[config.mk]
export PLATFORM = sky130hd
export DESIGN_NAME = vga_timing_gen
export DESIGN_NICKNAME = d
export VERILOG_FILES = /design/src/rtl/vga_timing_gen.sv
export SDC_FILE = /design/constraint.sdc
export NUM_CORES = 1
export LEC_CHECK = 0
export CORE_MARGIN = 8
export CORE_UTILIZATION = 46
export DETAILED_ROUTE_END_ITERATION = 8
export PLACE_DENSITY_LB_ADDON = 0.1
export SYNTH_ARGS = -nofsm -noshare
export SYNTH_HDL_FRONTEND = slang
export SYNTH_SLANG_ARGS = --single-unit
[constraint.sdc]
create_clock -name clk_i -period 2.5 [get_ports clk_i]
set_input_delay 0.5 -clock clk_i [delete_from_list [all_inputs] [get_ports clk_i]]
set_output_delay 0.5 -clock clk_i [all_outputs]
set_load 0.1 [all_outputs]
[src/rtl/vga_timing_gen.sv]
// -----------------------------------------------------------------------------
// vga_timing_gen
// Source of the vga_if pixel stream. It produces the horizontal and vertical
// counters, the sync and blanking flags, and an optional colour-bar pattern.
// The first draw stage (background) consumes these signals. The default mode
// is 800x600 at 60 Hz, which needs a 40 MHz pixel rate set through pix_en_i.
//
// Ports:
//   clk_i          pixel-domain clock
//   rst_i          synchronous reset, active-high
//   pix_en_i       advance enable (tie high when clk_i runs at 40 MHz)
//   hcount_o[10:0] horizontal pixel position     (vga_if.out hcount)
//   vcount_o[10:0] vertical line position        (vga_if.out vcount)
//   hsync_o        horizontal sync, active-high  (vga_if.out hsync)
//   vsync_o        vertical sync, active-high    (vga_if.out vsync)
//   hblnk_o        horizontal blanking           (vga_if.out hblnk)
//   vblnk_o        vertical blanking             (vga_if.out vblnk)
//   rgb_o[11:0]    pixel colour, 4:4:4           (vga_if.out rgb)
//   frame_start_o  one enabled-cycle pulse when the stream wraps to (0,0)
//   frame_cnt_o    completed-frame counter, wraps modulo 2^16
//
// Optional feature macro: VGA_TIMING_TEST_PATTERN_EN
//   defined   : rgb_o carries eight 100-pixel vertical colour bars, and is
//               black whenever the pixel is blanked
//   undefined : rgb_o is constant zero and the bar logic is not built
// -----------------------------------------------------------------------------
module vga_timing_gen #(
  parameter int unsigned H_VISIBLE = 800,
  parameter int unsigned H_FP      = 40,
  parameter int unsigned H_SYNC    = 128,
  parameter int unsigned H_BP      = 88,
  parameter int unsigned V_VISIBLE = 600,
  parameter int unsigned V_FP      = 1,
  parameter int unsigned V_SYNC    = 4,
  parameter int unsigned V_BP      = 23
) (
  input  logic        clk_i,
  input  logic        rst_i,
  input  logic        pix_en_i,
  output logic [10:0] hcount_o,
  output logic [10:0] vcount_o,
  output logic        hsync_o,
  output logic        vsync_o,
  output logic        hblnk_o,
  output logic        vblnk_o,
  output logic [11:0] rgb_o,
  output logic        frame_start_o,
  output logic [15:0] frame_cnt_o
);

  localparam int unsigned CNT_W    = 11;
  localparam int unsigned FCNT_W   = 16;
  localparam int unsigned RGB_W    = 12;
  localparam int unsigned CNT_LIM  = 2048;

  localparam int unsigned H_TOTAL  = H_VISIBLE + H_FP + H_SYNC + H_BP;
  localparam int unsigned V_TOTAL  = V_VISIBLE + V_FP + V_SYNC + V_BP;
  localparam int unsigned HS_START = H_VISIBLE + H_FP;
  localparam int unsigned HS_END   = HS_START + H_SYNC;
  localparam int unsigned VS_START = V_VISIBLE + V_FP;
  localparam int unsigned VS_END   = VS_START + V_SYNC;

  // Every timing sum has to fit in the 11-bit counters.
  if (H_TOTAL >= CNT_LIM || V_TOTAL >= CNT_LIM) begin : g_bad_timing
    $error("vga_timing_gen: H_TOTAL=%0d / V_TOTAL=%0d do not fit in 11 bits",
           H_TOTAL, V_TOTAL);
  end

  logic [CNT_W-1:0]  hcount_q, hcount_d;
  logic [CNT_W-1:0]  vcount_q, vcount_d;
  logic              hsync_q, hsync_d;
  logic              vsync_q, vsync_d;
  logic              hblnk_q, hblnk_d;
  logic              vblnk_q, vblnk_d;
  logic              frame_start_q, frame_start_d;
  logic [FCNT_W-1:0] frame_cnt_q, frame_cnt_d;
  logic              h_last;
  logic              v_last;

  // Next pixel position, and flags decoded from that position so that
  // counts and flags leave the register in the same cycle.
  always_comb begin
    h_last        = (hcount_q == CNT_W'(H_TOTAL - 1));
    v_last        = (vcount_q == CNT_W'(V_TOTAL - 1));
    hcount_d      = h_last ? '0 : hcount_q + CNT_W'(1);
    vcount_d      = vcount_q;
    frame_start_d = 1'b0;
    frame_cnt_d   = frame_cnt_q;

    if (h_last) begin
      vcount_d = v_last ? '0 : vcount_q + CNT_W'(1);
    end

    if (h_last && v_last) begin
      frame_start_d = 1'b1;
      frame_cnt_d   = frame_cnt_q + FCNT_W'(1);
    end

    hblnk_d = (hcount_d >= CNT_W'(H_VISIBLE));
    hsync_d = (hcount_d >= CNT_W'(HS_START)) && (hcount_d < CNT_W'(HS_END));
    vblnk_d = (vcount_d >= CNT_W'(V_VISIBLE));
    vsync_d = (vcount_d >= CNT_W'(VS_START)) && (vcount_d < CNT_W'(VS_END));
  end

  // Timing registers. Reset overrides pix_en_i. A disabled edge holds every
  // output, which includes a frame_start pulse that is in progress.
  always_ff @(posedge clk_i) begin
    if (rst_i) begin
      hcount_q      <= '0;
      vcount_q      <= '0;
      hsync_q       <= 1'b0;
      vsync_q       <= 1'b0;
      hblnk_q       <= 1'b0;
      vblnk_q       <= 1'b0;
      frame_start_q <= 1'b0;
      frame_cnt_q   <= '0;
    end else if (pix_en_i) begin
      hcount_q      <= hcount_d;
      vcount_q      <= vcount_d;
      hsync_q       <= hsync_d;
      vsync_q       <= vsync_d;
      hblnk_q       <= hblnk_d;
      vblnk_q       <= vblnk_d;
      frame_start_q <= frame_start_d;
      frame_cnt_q   <= frame_cnt_d;
    end
  end

`ifdef VGA_TIMING_TEST_PATTERN_EN
  logic [RGB_W-1:0] rgb_q, rgb_d;
  logic [2:0]       bar_idx;

  // Colour bars: 100 pixels per bar, black when the pixel is blanked.
  always_comb begin
    bar_idx = 3'(hcount_d[9:0] / 10'd100);
    rgb_d   = '0;
    if (!(hblnk_d || vblnk_d)) begin
      case (bar_idx)
        3'd0:    rgb_d = 12'hFFF;
        3'd1:    rgb_d = 12'hFF0;
        3'd2:    rgb_d = 12'h0FF;
        3'd3:    rgb_d = 12'h0F0;
        3'd4:    rgb_d = 12'hF0F;
        3'd5:    rgb_d = 12'hF00;
        3'd6:    rgb_d = 12'h00F;
        default: rgb_d = 12'h000;
      endcase
    end
  end

  // The colour is registered in the same stage as the counts.
  always_ff @(posedge clk_i) begin
    if (rst_i) begin
      rgb_q <= '0;
    end else if (pix_en_i) begin
      rgb_q <= rgb_d;
    end
  end

  assign rgb_o = rgb_q;
`else
  assign rgb_o = RGB_W'(0);
`endif

  assign hcount_o      = hcount_q;
  assign vcount_o      = vcount_q;
  assign hsync_o       = hsync_q;
  assign vsync_o       = vsync_q;
  assign hblnk_o       = hblnk_q;
  assign vblnk_o       = vblnk_q;
  assign frame_start_o = frame_start_q;
  assign frame_cnt_o   = frame_cnt_q;

endmodule
### Word level (Yosys, flattened, before mapping)

Index checks and enable logic that the tools add are counted.

| storage, ports and cells | value |
|---|---|
| flip-flop bits (word level) | 43 |
| input port bits | 3 |
| logic and storage cells | 27 |

| cells by class | value |
|---|---|
| add/subtract/negate cells | 3 |
| $lt $le $gt $ge | 6 |
| equality and inequality tests | 2 |
| muxes and demuxes | 4 |
| reduce and logical (&&, ||, !) cells | 4 |

Operators by type and width:

| operator | number |
|---|---|
| $ge 11x10->1 const B | 4 |
| $mux 11 | 3 |
| $add 11x1->11 const B | 2 |
| $lt 11x10->1 const B | 2 |
| $add 16x1->16 const B | 1 |
| $eq 11x10->1 const B | 1 |
| $eq 11x11->1 const B | 1 |
| $logic_and 1x1->1 | 3 |
| $reduce_and 2->1 | 1 |
| $mux 1 | 1 |

### Depth between registers and ports, before layout

| depth | value |
|---|---|
| word-level depth | 5 |
| mapped depth | 9 |

### Worst setup path before layout

OpenSTA, ideal clock, no wires.

| timing | value |
|---|---|
| kind | register to register |
| start | register vcount_q[1], in the netlist vcount_o[1] |
| end | register frame_cnt_q[15], in the netlist frame_cnt_o[15] |
| library setup time | 0.128 ns |
| arrival | 3.026 ns |
| required time | 2.372 ns |
| setup slack | -0.654 ns |
| stages on the path, launching flop included | 10 |
| buffers on the path | 2 |
| cell sequence | dfxtp_1 > ha_1 > nand2b_1 > or3_1 > buf_2 > or4_4 > buf_6 > nor4_4 > xnor2_1 > nor2_1 |

| between the ends | value |
|---|---|
| longest elaborated chain between the ends | 3 |

Ends and longest elaborated chain:

| what | line | text |
|---|---|---|
| from (decl) | 70 | `logic [CNT_W-1:0] vcount_q, vcount_d;` |
| from (signal assigned) | 119 | `vcount_q <= vcount_d;` |
| $eq 11x10->1 | 84 | `v_last = (vcount_q == CNT_W'(V_TOTAL - 1));` |
| $logic_and 1x1->1 | 94 | `if (h_last && v_last) begin` |
| $reduce_and 2->1 (no source line) | - |  |
| to (signal assigned) | 125 | `frame_cnt_q <= frame_cnt_d;` |
| to (decl) | 76 | `logic [FCNT_W-1:0] frame_cnt_q, frame_cnt_d;` |

No other way between the ends.
A chain may end at the register's enable or synchronous reset.

### Worst setup path in the final report

| timing | value |
|---|---|
| start | register vcount_q[10], in the netlist vcount_o[10] |
| end | register frame_cnt_q[7], in the netlist frame_cnt_o[7] |

The elaborated chain is that of the path after synthesis.

==> flow_summary.toml <==
[synth]
syn_area_per_cell_um2 = 7.78
synth_top_area_cell = "dfxtp_1"
syn_inst = 337
synth.area.top_cells = "dfxtp_1, nor2_1, xnor2_1, xor2_1, nand3_1"
ys_warn_count = 0
syn_area_um2 = 2620
synthFlopType = "dfxtp_1"
synth-edff-count = 0
synthDistinctLibCells = 59
yosysSeqAreaShare = 0.328
async_reset_ff_frac = 0
synth.top_cell.area_share = 0.328
ys_ff_latch = 43

[clock_tree]
cts_buffers = 5
clock-root-buffer = "clkbuf_8"
post-cts-setup-buffers = 0
cts_tree = "built"
worstSkewPairLatency_ns = 0.30
cts-htree-levels = 2
clkSinkCount = 43
ctsResizeCount = 0
cts.clk_slew.worst_paths_ns = 0.08
hold_buffers = 0
clk_path_buf_depth = 2

[min_path]
hold_path_depth = 2
hold_class = "reg2reg"
holdPathEnd = "frame_cnt_o[5]"
worstHoldStart = "frame_cnt_o[5]"

[worst_setup_path]
rr_endpoint = "frame_cnt_o[7]"
path_class = "reg2reg"
crit_arrival_ns = 2.56
slowest_stage = "or4_4"
crit_chain = "or3b_1, or3_1, or4_4, or3_1, a21oi_1"
reg2reg_from = "vcount_o[10]"
rrSetupSlack_ns = 0.17
crit_path_start_kind = "flop"
worstPathMaxFanout = 9
rr_worst_depth = 5
endpoint_kind = "flop"
cpMostUsedCell = "or3_1"
cpPeakStageDelay_ns = 0.62
required_ns = 2.73

[global_routing]
grt_pass1_vias = 2312
grt_max_degree = 30
grt_pass1_wl_um = 11400
antenna_found_initial = 0
gr-total-overflow = 0
track_usage = 0.163

[place]
placed_area_um2 = 3150
place.gp.congestion = 0.871
dpl.hpwl_um = 5000
io_buffers = 45

[layout]
diodes = 0
design_area_um2 = 3280
area_growth_pct = 25.2
fin_util = 0.596
nets = 388
drive_gt1_frac = 0.279

[timing]
period_share = 0.931
achievable-frequency_ghz = 0.430
finalSetupViolCount = 0
fin_crit_ns = 2.33
slew_headroom = 0.533
finClkSkew_ns = 0.00752
final_hold_viol_count = 0
tightest_slew_ns = 0.692
rsz0062_at_grt = "false"
drv_slew = 0

[die]
dieHeight_um = 91.5
rows = 27
start_util = 0.476
die_w_um = 91.5
core_um2 = 5510
die_area_um2 = 8370
io_pins = 58

[run_status]
status = "completed"

[routing]
vias = 2522
drtAntennaViolNets = 0
drt_drc_violations_left = 0
routed_wl_um = 6810
wl_per_cell_um = 15.0
via_per_inst = 5.54
dr.pass1.iters = 4
drt_iter0_markers = 147

[pwr]
peakVddDrop_mv = 0.215
powerDensity_nw_per_um2 = 475
p_leak_nw = 1.27
finalPower_mw = 1.56

[job]
drv_cap = 0
==> cell usage after synthesis (2+ instances only) <==
library cell and count:
dfxtp_1 43, nor2_1 45, or2_2 2, a21oi_1 19
mux2i_1 2, and4_1 2, ha_1 3, or3_1 8
nor2b_1 2, a2111oi_0 2, nor4_1 7, nand3_1 21
nor3b_1 4, buf_4 12, nor3_2 3, and3_1 10
nor3_1 9, buf_1 2, nand4_1 11, xor2_1 13
a211oi_1 2, xnor2_1 14, o21ai_0 11, nor4b_1 2
o22ai_1 2, inv_1 7, nand2b_1 2, buf_2 2
clkbuf_1 19, a31oi_1 5, nand2_1 22, a41oi_1 2
==> cell type report <==
type	instances	area, um2
Inverter	8	30.0
Tap cell	72	90.1
Timing Repair Buffer	63	478
Sequential cell	43	910
Multi-Input combinational cell	261	1640
Fill cell	539	2230
Clock buffer	6	72.6
Clock inverter	2	60.1
==> kinds of logic (layout without fill, tap and decap cells) <==
logic type / after synthesis / count (layout) / share of synthesized area
buf+inv: 44 / 79 / 0.0840
fa+ha+maj: 3 / 3 / 0.0143
mux: 2 / 2 / 0.00764
xor+xnor: 27 / 27 / 0.0902
simple gates: 161 / 161 / 0.337
flops: 43 / 43 / 0.328
compound gates: 56 / 56 / 0.137
other cells: 1 / 12 / 0.00143
==> sequential cells by signal (all words and copies together) (netlist names) <==
name / count
frame_cnt_o: 16
frame_start_o: 1
hblnk_o: 1
hcount_o: 11
hsync_o: 1
vblnk_o: 1
vcount_o: 11
vsync_o: 1
==> where the power goes <==
| group | leakage, nW | internal, mW | switching (mW) |
|---|---|---|---|
| Clock | 0.0654 | 0.399 | 0.251 |
| Sequential | 0.360 | 0.686 | 0.0108 |
| Combinational | 0.848 | 0.0344 | 0.178 |
| Total | 1.27 | 1.12 | 0.439 |
==> layout by cell type (no fill, tap or decap), types with 3 or more instances in the layout <==
cell type  netlist  routed
nand3_1         21      21
a31oi_1          5       5
inv_1            7       7
nor3_1           9       9
nor2_1          45      45
dfxtp_2          0      12
dfxtp_1         43      22
or3_1            8       8
and3_1          10      10
nand2_1         22      22
nand4_1         11      11
nor3b_1          4       4
nor4_2           1       4
xnor2_1         14      14
dfxtp_4          0       9
xor2_1          13      13
buf_4           12      61
o21ai_0         11      11
a21oi_1         19      19
clkbuf_8         0       5
conb_1           1      12
nor4_1           7       3
==> worst max-delay path: cells and delay by family, from the launching register on <==
family,cells,cell delay (ns)
flops,1,0.37
compound gates,1,0.12
simple gates,4,1.77
==> through the flow <==
| step | hold WS [ns] | setup TNS [ns] | cells | setup WS, ns |
|---|---|---|---|---|
| 4_1_cts | 0.518 | 0 | 455 | 0.163 |
| 3_5_place_dp | 0.500 | 0 | 447 | 0.190 |
| 6_report | 0.515 | 0 | 455 | 0.173 |
| 2_1_floorplan | 0.605 | -0.267 | 348 | -0.0600 |
| 5_1_grt | 0.546 | 0 | 455 | 0.0546 |
| 3_3_place_gp | 0.488 | 0 | 447 | 0.240 |
==> worst max path at each step <==
stage,startpoint,endpoint,slack (ns)
floorplan,vcount_o[9],frame_cnt_o[7],-0.06
global placement,vcount_o[10],frame_cnt_o[13],0.24
detailed placement,vcount_o[10],frame_cnt_o[5],0.19
CTS,vcount_o[10],frame_cnt_o[7],0.16
global route,vcount_o[10],frame_cnt_o[7],0.05
finish,vcount_o[10],frame_cnt_o[7],0.17
==> routing by layer <==
layer | vias up | GRT usage | routed length [um]
met5 | - | 0 | 0
met4 | 0 | 0.0655 | 87
met3 | 7 | 0.0329 | 385
met2 | 67 | 0.248 | 3050
met1 | 1171 | 0.219 | 3280
li1 | 1277 | - | -
Note: power is estimated with default switching activity, not from simulation.
